## src/rtl/axilite_reg_slave.sv

```systemverilog
// axilite_reg_slave: AXI4-Lite slave register file.
// NUM_REGS words of DATA_WIDTH bits, readable and writable from the bus and
// driven out flat on reg_q. Each committed write pulses wr_pulse[index] for
// one cycle so downstream logic can react to software writes.
// AW and W are accepted independently and in either order. Byte strobes are
// honoured, and addresses past the last register answer DECERR.
// Optional build macro AXIL_REG_PROT_CHECK_EN: when defined, unprivileged
// accesses (prot[0] == 0) are refused with SLVERR. Out-of-range accesses
// still report DECERR first.
module axilite_reg_slave #(
    parameter int                    DATA_WIDTH  = 32,
    parameter int                    ADDR_WIDTH  = 32,
    parameter int                    NUM_REGS    = 8,
    parameter logic [DATA_WIDTH-1:0] RESET_VALUE = '0,
    parameter int                    WSTRB_WIDTH = DATA_WIDTH / 8
) (
    input  logic                           aclk,
    input  logic                           aresetn,
    // write address channel
    input  logic [ADDR_WIDTH-1:0]          awaddr,
    input  logic [2:0]                     awprot,
    input  logic                           awvalid,
    output logic                           awready,
    // write data channel
    input  logic [DATA_WIDTH-1:0]          wdata,
    input  logic [WSTRB_WIDTH-1:0]         wstrb,
    input  logic                           wvalid,
    output logic                           wready,
    // write response channel
    output logic [1:0]                     bresp,
    output logic                           bvalid,
    input  logic                           bready,
    // read address channel
    input  logic [ADDR_WIDTH-1:0]          araddr,
    input  logic [2:0]                     arprot,
    input  logic                           arvalid,
    output logic                           arready,
    // read data channel
    output logic [DATA_WIDTH-1:0]          rdata,
    output logic [1:0]                     rresp,
    output logic                           rvalid,
    input  logic                           rready,
    // fabric side
    output logic [NUM_REGS*DATA_WIDTH-1:0] reg_q,
    output logic [NUM_REGS-1:0]            wr_pulse
);

    // Byte-offset bits below the word index; they are ignored by the decode.
    localparam int LSB   = $clog2(WSTRB_WIDTH);
    localparam int IDX_W = ADDR_WIDTH - LSB;
    localparam int SEL_W = (NUM_REGS > 1) ? $clog2(NUM_REGS) : 1;
    // Range compare is done at a width that can hold NUM_REGS (up to 256).
    localparam int CMP_W = (IDX_W > 9) ? IDX_W : 9;

    localparam logic [1:0] RESP_OKAY   = 2'b00;
    localparam logic [1:0] RESP_SLVERR = 2'b10;
    localparam logic [1:0] RESP_DECERR = 2'b11;

    typedef enum logic [1:0] {
        W_IDLE,
        W_WAIT,
        W_COMMIT,
        W_RESP
    } w_state_t;

    // Register storage and write-side holding registers
    logic [DATA_WIDTH-1:0]  regs [NUM_REGS];
    w_state_t               w_state;
    logic                   aw_held;
    logic                   w_held;
    logic [IDX_W-1:0]       aw_idx_q;
    logic [DATA_WIDTH-1:0]  wdata_q;
    logic [WSTRB_WIDTH-1:0] wstrb_q;

    // Handshake and decode helpers
    logic                   aw_hs;
    logic                   w_hs;
    logic                   ar_hs;
    logic                   aw_full;
    logic                   w_full;
    logic                   wr_in_range;
    logic                   wr_priv;
    logic                   commit;
    logic [1:0]             wr_resp;
    logic [IDX_W-1:0]       ar_idx;
    logic                   rd_in_range;
    logic                   rd_priv;

    function automatic logic in_range(input logic [IDX_W-1:0] idx);
        return CMP_W'(idx) < CMP_W'(NUM_REGS);
    endfunction

    assign aw_hs   = awvalid && awready;
    assign w_hs    = wvalid && wready;
    assign ar_hs   = arvalid && arready;

    // Holding occupancy as it will be after the current edge.
    assign aw_full = aw_held || aw_hs;
    assign w_full  = w_held || w_hs;

    assign ar_idx      = araddr[ADDR_WIDTH-1:LSB];
    assign rd_in_range = in_range(ar_idx);
    assign wr_in_range = in_range(aw_idx_q);

`ifdef AXIL_REG_PROT_CHECK_EN
    logic aw_priv_q;
    logic unused_bits;
    assign unused_bits = ^{awprot[2:1], arprot[2:1], awaddr[LSB-1:0], araddr[LSB-1:0]};
    assign wr_priv     = aw_priv_q;
    assign rd_priv     = arprot[0];
`else
    logic unused_bits;
    assign unused_bits = ^{awprot, arprot, awaddr[LSB-1:0], araddr[LSB-1:0]};
    assign wr_priv     = 1'b1;
    assign rd_priv     = 1'b1;
`endif

    // A held write only touches the register file when it is in range and allowed.
    assign commit = (w_state == W_COMMIT) && wr_in_range && wr_priv;

    // Response code for the held write; the range error outranks the privilege error.
    always_comb begin
        // NOTE: default assignment first, so no path through the block leaves
        // wr_resp unassigned and no latch is inferred.
        wr_resp = RESP_OKAY;
        if (!wr_in_range) begin
            wr_resp = RESP_DECERR;
        end else if (!wr_priv) begin
            wr_resp = RESP_SLVERR;
        end
    end

    // Write channel FSM: capture AW/W independently, commit once both are held, then respond.
    always_ff @(posedge aclk or negedge aresetn) begin
        if (!aresetn) begin
            w_state   <= W_IDLE;
            aw_held   <= 1'b0;
            w_held    <= 1'b0;
            aw_idx_q  <= '0;
            wdata_q   <= '0;
            wstrb_q   <= '0;
            awready   <= 1'b0;
            wready    <= 1'b0;
            bvalid    <= 1'b0;
            bresp     <= RESP_OKAY;
            wr_pulse  <= '0;
`ifdef AXIL_REG_PROT_CHECK_EN
            aw_priv_q <= 1'b0;
`endif
        end else begin
            // NOTE: non-blocking assignments throughout, so every right-hand side
            // reads the pre-edge value regardless of statement order.
            wr_pulse <= '0;
            case (w_state)
                W_IDLE, W_WAIT: begin
                    if (aw_hs) begin
                        aw_held   <= 1'b1;
                        aw_idx_q  <= awaddr[ADDR_WIDTH-1:LSB];
`ifdef AXIL_REG_PROT_CHECK_EN
                        aw_priv_q <= awprot[0];
`endif
                    end
                    if (w_hs) begin
                        w_held  <= 1'b1;
                        wdata_q <= wdata;
                        wstrb_q <= wstrb;
                    end
                    // Each ready drops the cycle after its own handshake.
                    awready <= !aw_full;
                    wready  <= !w_full;
                    if (aw_full && w_full) begin
                        w_state <= W_COMMIT;
                    end else if (aw_full || w_full) begin
                        w_state <= W_WAIT;
                    end
                end
                W_COMMIT: begin
                    if (commit) begin
                        wr_pulse[aw_idx_q[SEL_W-1:0]] <= 1'b1;
                    end
                    bvalid  <= 1'b1;
                    bresp   <= wr_resp;
                    w_state <= W_RESP;
                end
                W_RESP: begin
                    if (bready) begin
                        bvalid  <= 1'b0;
                        aw_held <= 1'b0;
                        w_held  <= 1'b0;
                        awready <= 1'b1;
                        wready  <= 1'b1;
                        w_state <= W_IDLE;
                    end
                end
                default: begin
                    w_state <= W_IDLE;
                end
            endcase
        end
    end

    // Register file: strobed byte update on commit, loaded with RESET_VALUE in reset.
    always_ff @(posedge aclk or negedge aresetn) begin
        if (!aresetn) begin
            // NOTE: this array is reset on purpose; reg_q feeds live config
            // straight into fabric, so it must hold a defined value from reset.
            for (int i = 0; i < NUM_REGS; i++) begin
                regs[i] <= RESET_VALUE;
            end
        end else if (commit) begin
            for (int b = 0; b < WSTRB_WIDTH; b++) begin
                if (wstrb_q[b]) begin
                    regs[aw_idx_q[SEL_W-1:0]][b*8 +: 8] <= wdata_q[b*8 +: 8];
                end
            end
        end
    end

    // Read channel: one outstanding read; data sampled at the AR handshake and held until rready.
    always_ff @(posedge aclk or negedge aresetn) begin
        if (!aresetn) begin
            arready <= 1'b0;
            rvalid  <= 1'b0;
            rdata   <= '0;
            rresp   <= RESP_OKAY;
        end else if (ar_hs) begin
            rvalid  <= 1'b1;
            arready <= 1'b0;
            if (!rd_in_range) begin
                rdata <= '0;
                rresp <= RESP_DECERR;
            end else if (!rd_priv) begin
                rdata <= '0;
                rresp <= RESP_SLVERR;
            end else begin
                rdata <= regs[ar_idx[SEL_W-1:0]];
                rresp <= RESP_OKAY;
            end
        end else if (rvalid) begin
            if (rready) begin
                rvalid  <= 1'b0;
                arready <= 1'b1;
            end
        end else begin
            arready <= 1'b1;
        end
    end

    // Flatten the register file onto the fabric-side bus.
    for (genvar gi = 0; gi < NUM_REGS; gi++) begin : g_flat
        assign reg_q[gi*DATA_WIDTH +: DATA_WIDTH] = regs[gi];
    end

endmodule

```

## config.mk

```make
export PLATFORM = sky130hd
export DESIGN_NAME = axilite_reg_slave
export DESIGN_NICKNAME = d
export VERILOG_FILES = /design/src/rtl/axilite_reg_slave.sv
export SDC_FILE = /design/constraint.sdc
export NUM_CORES = 1
export LEC_CHECK = 0
export CAP_MARGIN = 25
export CORE_UTILIZATION = 49
export DETAILED_ROUTE_END_ITERATION = 12
export PLACE_DENSITY = 0.8
export SETUP_SLACK_MARGIN = 0.15
export SLEW_MARGIN = 30
export SYNTH_ARGS = -nofsm -noshare
export SYNTH_HDL_FRONTEND = slang
export SYNTH_SLANG_ARGS = --single-unit
export TNS_END_PERCENT = 100
```

## constraint.sdc

```tcl
create_clock -name aclk -period 2.5 [get_ports aclk]
set_input_delay 0.25 -clock aclk [delete_from_list [all_inputs] [get_ports aclk]]
set_output_delay 0.25 -clock aclk [all_outputs]
set_load 0.01 [all_outputs]
```

==> metrics.md, run 1 <==
| Metric | Value |
|---|---|
| Status | complete, no violations |
| Dpl ws | approximately 0.13 ns |
| Yosys warnings | 0 |
| # DRC | 0 |
| CP bufs+invs | 3 |
| Worst-Margin Slew | ~0.65 ns |
| Setup Viol. Count Final | 0 |
| Vias per cell | around 5.7 |
| Crit-path cells | nor4_2 > nand4_1 > buf_4 > buf_6 > nor4_2 > buf_4 > mux2_2 |
| TritonRoute pass-1 iters | 5 |
| Slowest stage cell, crit path | dfrtp_1 |
| Placed cells | ~1,900 |
| Final instance area | 22,800 sq um |
| Reported leakage power | 10.3 nW |
| First-pass GRT wire length | roughly 71,000 microns |
| Ports | around 420 |
| Post-route insts no fill | ~2,000 |
| Tcrit/Tclk final | approximately 93% |
| Port Buffer Count | between 400 and 500 |
| Inserted Clock Buffers | 40 |
| DRT antenna net count | 0 |
| H-tree depth | 2 |
| Crit path kind | flip-flop to flip-flop |
| Core Rows | 66 |
| Worst endpoint required time | 2.90 ns |
| CP top delay family | simple AND/OR/NAND/NOR gates |
| Post-synth ARST share | between 90% and 100% |
| Syn_area_per_cell | roughly 16 sq um |
| Crit path DAT | about 2.7 ns |
| Worst rel slew slack | 56.8% |
| Mapped Cells | between 1,000 and 1,500 |
| Peak VDD IR | approximately 0.60 mV |
| Hpwl dp | ~33,000 microns |
| Largest net degree at the start of global routing | between 60 and 70 |
| DIE HEIGHT | approximately 180 microns |
| Crit Path Max Fanout | 18 |
| Layout cells sized above 1 | between 30% and 40% |
| Post-synthesis cell type count | 34 |
| Post-synthesis sequential area ratio | ~57% |
| P per Cell Area | 686 nW/um^2 |
| Overall Global Routing Usage | roughly 28% |
| Dpl cell area | 21,400 sq um |
| CTS tree | yes |
| Worst-Skew Late Latency | roughly 0.52 ns |
| Worst setup margin | approximately 0.18 ns |
| Via count | about 11,000 |
| Core Region | ~33,000 sq um |
| Die ar. | ~34,000 sq um |
| RSZ-0062 raised after global routing | true |
| Clk slew on worst S/H paths | ~0.060 ns |
| Clk_skew | 0.0125 ns |
| Worst min path class | input pin to asynchronous set/reset pin |
| Setup tns final | 0 ns |
| Detailed Route WL | approximately 47,000 microns |
| CTS sink cnt | ~370 |
| Initial antenna violation count | 2 |
| Root buf cell | clkbuf_16 |
| Setup crit start kind | flip-flop |
| Number of enable flip-flop cells after synthesis | 0 |
| Synth Cell Area | approximately 16,000 sq um |
| Initial DRC count | roughly 600 |
| Synth-to-Final Area Change | 40.1% |
| Fin util | ~70% |
| Slew Limit Fails | 0 |
| Via count of the first global-routing pass | around 11,000 |
| Synth Net Count | about 1,100 |
| CP peak stage delay | just under 0.4 ns |
| Final Hold Viols | 0 |
| Worst setup EP type | flip-flop |
| Maxcap violations | 0 |
| Highest Clock Rate | roughly 430 MHz |
| Longest Clk Path Bufs | 3 |
| Routability cong. | roughly 0.86 |
| Starting Density | between 40 and 50% |
| Yosys reg bits | ~370 |
| WL/cell | 23.9 microns |
| Die Width | 184 microns |
| Final critical-path required period | 2.32 ns |
| Global route total overflow | 0 |
| Final net count | roughly 1,600 |
| Ys flop type | dfrtp_1 |
==> cell usage in the layout (no fill, tap or decap), types with 3 or more instances in the layout <==
cell type and instances:
nand2_1 49, nor4_1 12, clkdlybuf4s50_1 403, buf_4 47
dfrtp_1 372, clkinv_2 7, or4_1 5, mux4_2 64
nor4_2 8, nor2_1 10, clkbuf_1 8, nor3_4 5
buf_6 5, inv_1 4, buf_12 16, nor3_2 3
mux2i_1 32, o21ai_0 34, clkbuf_16 42, clkbuf_8 7
nand3b_1 5, mux2_2 322, nor4_4 19, bufinv_16 3
a21oi_1 6
==> what timing repair did <==
| item | 4_1_cts | 5_1_grt |
|---|---|---|
| hold buffers | 1 | 0 |
| buffers inserted | 0 | 1 |
| endpoints found under the setup margin | 0 | 115 |
| endpoints found under the hold margin | 50 | 0 |
| resized for setup | 0 | 10 |
==> sequential cells by signal (all words and copies together) (netlist names), 2 cells and up <==
signal,cells
aw_idx_q,30
wr_pulse,8
reg_q,256
wdata_q,32
w_state,2
wstrb_q,4
rdata,32
==> metrics by stage <==
step,power (mW),hold WS (ns)
5_1_grt,16.2,0.319
6_report,15.6,0.264
2_1_floorplan,8.70,-0.0456
3_5_place_dp,9.83,0.228
4_1_cts,15.7,0.279
3_3_place_gp,9.71,0.225
==> logic make-up (layout without fill, tap and decap cells) <==
group | count (synthesis) | in the layout | synth area share [%]
compound gates | 45 | 45 | 1.47
buf+inv | 48 | 547 | 1.28
flops | 373 | 373 | 57.5
mux | 418 | 418 | 33.2
other cells | 0 | 2 | 0
simple gates | 132 | 132 | 6.62
==> power breakdown <==
part	switching [mW]	internal [mW]	leakage (nW)
clock network	2.33	3.51	0.635
registers	0.875	6.65	5.04
logic	1.15	1.10	4.59
==> cell usage after synthesis (6+ instances only) <==
| cell | count | area, sq um |
|---|---|---|
| o21ai_0 | 34 | 170 |
| nor4_1 | 15 | 93.8 |
| nor2_1 | 10 | 37.5 |
| mux2_2 | 322 | 3630 |
| nand2_1 | 50 | 188 |
| a21oi_1 | 6 | 30.0 |
| buf_2 | 10 | 50.1 |
| mux4_2 | 64 | 1440 |
| buf_1 | 8 | 30.0 |
| clkbuf_1 | 22 | 82.6 |
| or4_1 | 6 | 45.0 |
| nor4_4 | 19 | 404 |
| dfrtp_1 | 373 | 9330 |
| mux2i_1 | 32 | 320 |
==> final timing paths <==
| kind | to | slack, ns | cells after the start | start |
|---|---|---|---|---|
| worst max-delay path | reg_q[250]$_DFFE_PN0P_ | 0.18 | 7 | aw_idx_q[6]$_DFFE_PN0P_ |
| max in group asynchronous | reg_q[213]$_DFFE_PN0P_ | 1.45 | 3 | aresetn |
| min in group aclk | rdata[7]$_DFFE_PN0P_ | 0.33 | 3 | araddr[4] |
| worst min-delay path | aw_idx_q[28]$_DFFE_PN0P_ | 0.26 | 2 | aresetn |
| worst min register to register | rdata[4]$_DFFE_PN0P_ | 0.48 | 2 | rdata[4]$_DFFE_PN0P_ |
| worst max register to register | reg_q[250]$_DFFE_PN0P_ | 0.18 | 7 | aw_idx_q[6]$_DFFE_PN0P_ |
==> worst register-to-register path: stages (launching register included) <==
cell and delay, ns:
dfrtp_1 0.39, nor4_2 0.31, nand4_1 0.21, buf_4 0.21
buf_6 0.20, nor4_2 0.29, buf_4 0.25, mux2_2 0.36
==> layer usage <==
metal | global-route usage, % | up-vias | wire [microns]
met5 | 0 | - | 0
met4 | 9.90 | 0 | 1520
met3 | 6.74 | 85 | 3460
met2 | 46.8 | 419 | 23200
met1 | 36.3 | 5798 | 18700
li1 | - | 4786 | -
==> area by class of cell <==
cell class	instances	area (sq um)
clock inverter	12	140
antenna	2	5.00
sequential	373	9340
inverter	4	15.0
fill	2262	9780
timing repair buffer	475	4820
clock buffer	56	1150
tap	442	553
multi-input combinational	595	6740
(Power assumes the default switching activity.)
==> run 2, diff against run 1 <==
- CORE_UTILIZATION: 49 -> 45
- PLACE_DENSITY: 0.8 -> 0.75
==> run 2 against run 1 <==
Net effect:
- clock power shrank 4.1%
- total power shrank 1.5%
- routed wire length grew 1.4%
- clock skew grew 0.0051 ns
- fmax shrank 0.13%
- global-route usage shrank 2.1 points
- worst hold slack gained 0.0098 ns
- core utilization shrank 5.5 points
- sequential share of layout area shrank 0.28 points
- critical endpoint is now reg_q[147]$_DFFE_PN0P_
==> metrics.md, run 2 (synthesis results as in run 1) <==
| Metric | Value |
|---|---|
| Status | complete, no violations |
| Number of cells on the worst hold path | 3 |
| Port Buffer Count | around 410 |
| Most frequent cells in the layout | clkdlybuf4s50_1, dfrtp_1, mux2_2 |
| Sequential power share | between 40% and 50% |
| Die Width | about 190 microns |
| Final critical-path required period | approximately 2.3 ns |
| Filler Cell Count | about 2,700 |
| WL/cell | 24.0 microns |
| # DRC | 0 |
| Core Region | around 36,000 sq um |
| Crit Path Max Fanout | 18 |
| H-tree depth | 2 |
| Internal power | between 10 and 15 mW |
| Starting Density | 45.7% |
| Met1 WL | 19,500 microns |
| Highest Clock Rate | 431 MHz |
| Slew Limit Fails | 0 |
| Register area | between 9000 and 10,000 sq um |
| CTS tree | yes |
| Setup tns final | 0 ns |
| P per Cell Area | between 600 and 700 nW/um^2 |
| Final net count | approximately 1,600 |
| Reported leakage power | around 10 nW |
| Detailed Route WL | around 48,000 microns |
| Worst r2r path cells | 7 |
| WL met2 | between 20,000 and 25,000 microns |
| Synth-to-Final Area Change | 41.0% |
| Die ar. | 36,900 sq um |
| Worst rel slew slack | between 50 and 60% |
| CTS sink cnt | 373 |
| Peak VDD IR | approximately 0.66 mV |
| Routability cong. | between 0.8 and 0.9 |
| DIE HEIGHT | between 150 and 200 microns |
| First-pass GRT wire length | 71,400 microns |
| Ports | around 420 |
| Max layer used | met4 |
| Overall Global Routing Usage | about a quarter |
| Initial antenna violation count | 0 |
| Sw Share | around 28% |
| Sw power | ~4.3 mW |
| CP bufs+invs | 3 |
| Maxcap violations | 0 |
| DRT antenna net count | 0 |
| Multi-input logic area | approximately 6700 sq um |
| Global route total overflow | 0 |
| Crit-path cells | nor4_2 > nand4_1 > buf_4 > buf_8 > nor4_4 > buf_12 > mux2_2 |
| Wire length on met3 | between 3000 and 4000 microns |
| Core Rows | between 60 and 70 |
| Commonest non-fill, non-tap cell in the layout | clkdlybuf4s50_1 |
| Layout cells sized above 1 | between 30% and 40% |
| Flip-flop count of the largest register after layout | roughly 260 |
| Combinational power share | ~15% |
| Hold Slack | 0.274 ns |
| Worst setup EP type | flip-flop |
| Worst min path class | input pin to flip-flop |
| Clk slew on worst S/H paths | roughly 0.06 ns |
| Via count | approximately 11,000 |
| RSZ-0062 raised after global routing | true |
| CP peak stage delay | approximately 0.38 ns |
| Longest Clk Path Bufs | 3 |
| Worst-Skew Late Latency | approximately 0.53 ns |
| Setup crit start kind | flip-flop |
| Crit path DAT | ~2.7 ns |
| Hpwl dp | ~33,000 microns |
| Power share of the clock group | 36.4% |
| Inserted Clock Buffers | 41 |
| CP top delay family | simple AND/OR/NAND/NOR gates |
| Vias per cell | ~5.5 |
| Worst endpoint required time | slightly below 3 ns |
| Tcrit/Tclk final | just over 90% |
| Largest net degree at the start of global routing | 67 |
| Crit path kind | flip-flop to flip-flop |
| Via count of the first global-routing pass | between 10,000 and 15,000 |
| Initial DRC count | 449 |
| Clk_skew | about 0.018 ns |
| Setup Viol. Count Final | 0 |
| Root buf cell | clkbuf_16 |
| Crit path depth | 7 |
| Final Hold Viols | 0 |
| Ant. Diodes | 0 |
| Slowest stage cell, crit path | dfrtp_1 |
| Worst-Margin Slew | 0.654 ns |
| TritonRoute pass-1 iters | 4 |
-- run 2: area by class of cell --
type | instances | share of cell area [%]
clock buffers | 59 | 5.08
clock inverters | 5 | 0.218
inverters | 4 | 0.0655
multi-input cells | 595 | 29.4
flip-flops and latches | 373 | 40.7
well taps | 461 | 2.52
repair buffers | 483 | 22.0
-- run 2: worst reg2reg max path, delay by kind of cell (launching register included) --
kind	cells	cell delay, ns
buffers and inverters	3	0.57
DFF	1	0.38
muxes	1	0.34
and+or+nand+nor	3	0.92
-- run 2: worst paths after layout --
path / start / end / slack, ns
max reg2reg: aw_idx_q[25]$_DFFE_PN0P_ / reg_q[147]$_DFFE_PN0P_ / 0.18
max: aw_idx_q[25]$_DFFE_PN0P_ / reg_q[147]$_DFFE_PN0P_ / 0.18
max in group asynchronous: aresetn / wstrb_q[3]$_DFFE_PN0P_ / 1.37
min in group asynchronous: aresetn / reg_q[254]$_DFFE_PN0P_ / 0.29
min: araddr[4] / rdata[2]$_DFFE_PN0P_ / 0.27
min reg2reg: w_held$_DFFE_PN0P_ / w_held$_DFFE_PN0P_ / 0.47
-- run 2: metal layers --
metal  up-vias  global-route usage [%]
li1       4776                       -
met1      5707                    34.7
met5         -                       0
met3        84                    6.49
met4         0                    8.63
met2       384                    42.0
-- run 2: repair_timing --
item / 4_1_cts / 5_1_grt
gates resized for setup: 0 / 6
endpoints found under the hold margin: 56 / 0
hold buffers: 1 / 0
setup buffers: 0 / 1
setup endpoints to repair: 0 / 101
-- run 2: power by group through the flow --
stage | Combinational, mW | Sequential, mW | Clock (mW)
6_report | 2.26 | 7.51 | 5.60
5_1_grt | 2.46 | 7.62 | 5.98
4_1_cts | 2.30 | 7.46 | 5.73
3_5_place_dp | 2.28 | 7.56 | 0
3_3_place_gp | 2.23 | 7.51 | 0
2_1_floorplan | 1.41 | 7.29 | 0
-- run 2: through the flow --
stage | power [mW] | setup slack, ns | cell area, sq um | cells | util, %
2_1_floorplan | 8.70 | 0.246 | 16200 | 1016 | -
3_3_place_gp | 9.74 | 0.0612 | 21600 | 1913 | 60.8
3_5_place_dp | 9.83 | 0.0283 | 21600 | 1913 | 60.8
4_1_cts | 15.5 | 0.189 | 22900 | 1978 | 64.3
5_1_grt | 16.1 | 0.0971 | 22900 | 1980 | 64.4
6_report | 15.4 | 0.177 | 22900 | 1980 | 64.4
==> run 3, diff against run 2 <==
- CAP_MARGIN: 25 -> 10
- SKIP_LAST_GASP: default -> 1
==> results of run 3 <==
No change in the layout: final DEF, timing and power equal those of run 2.
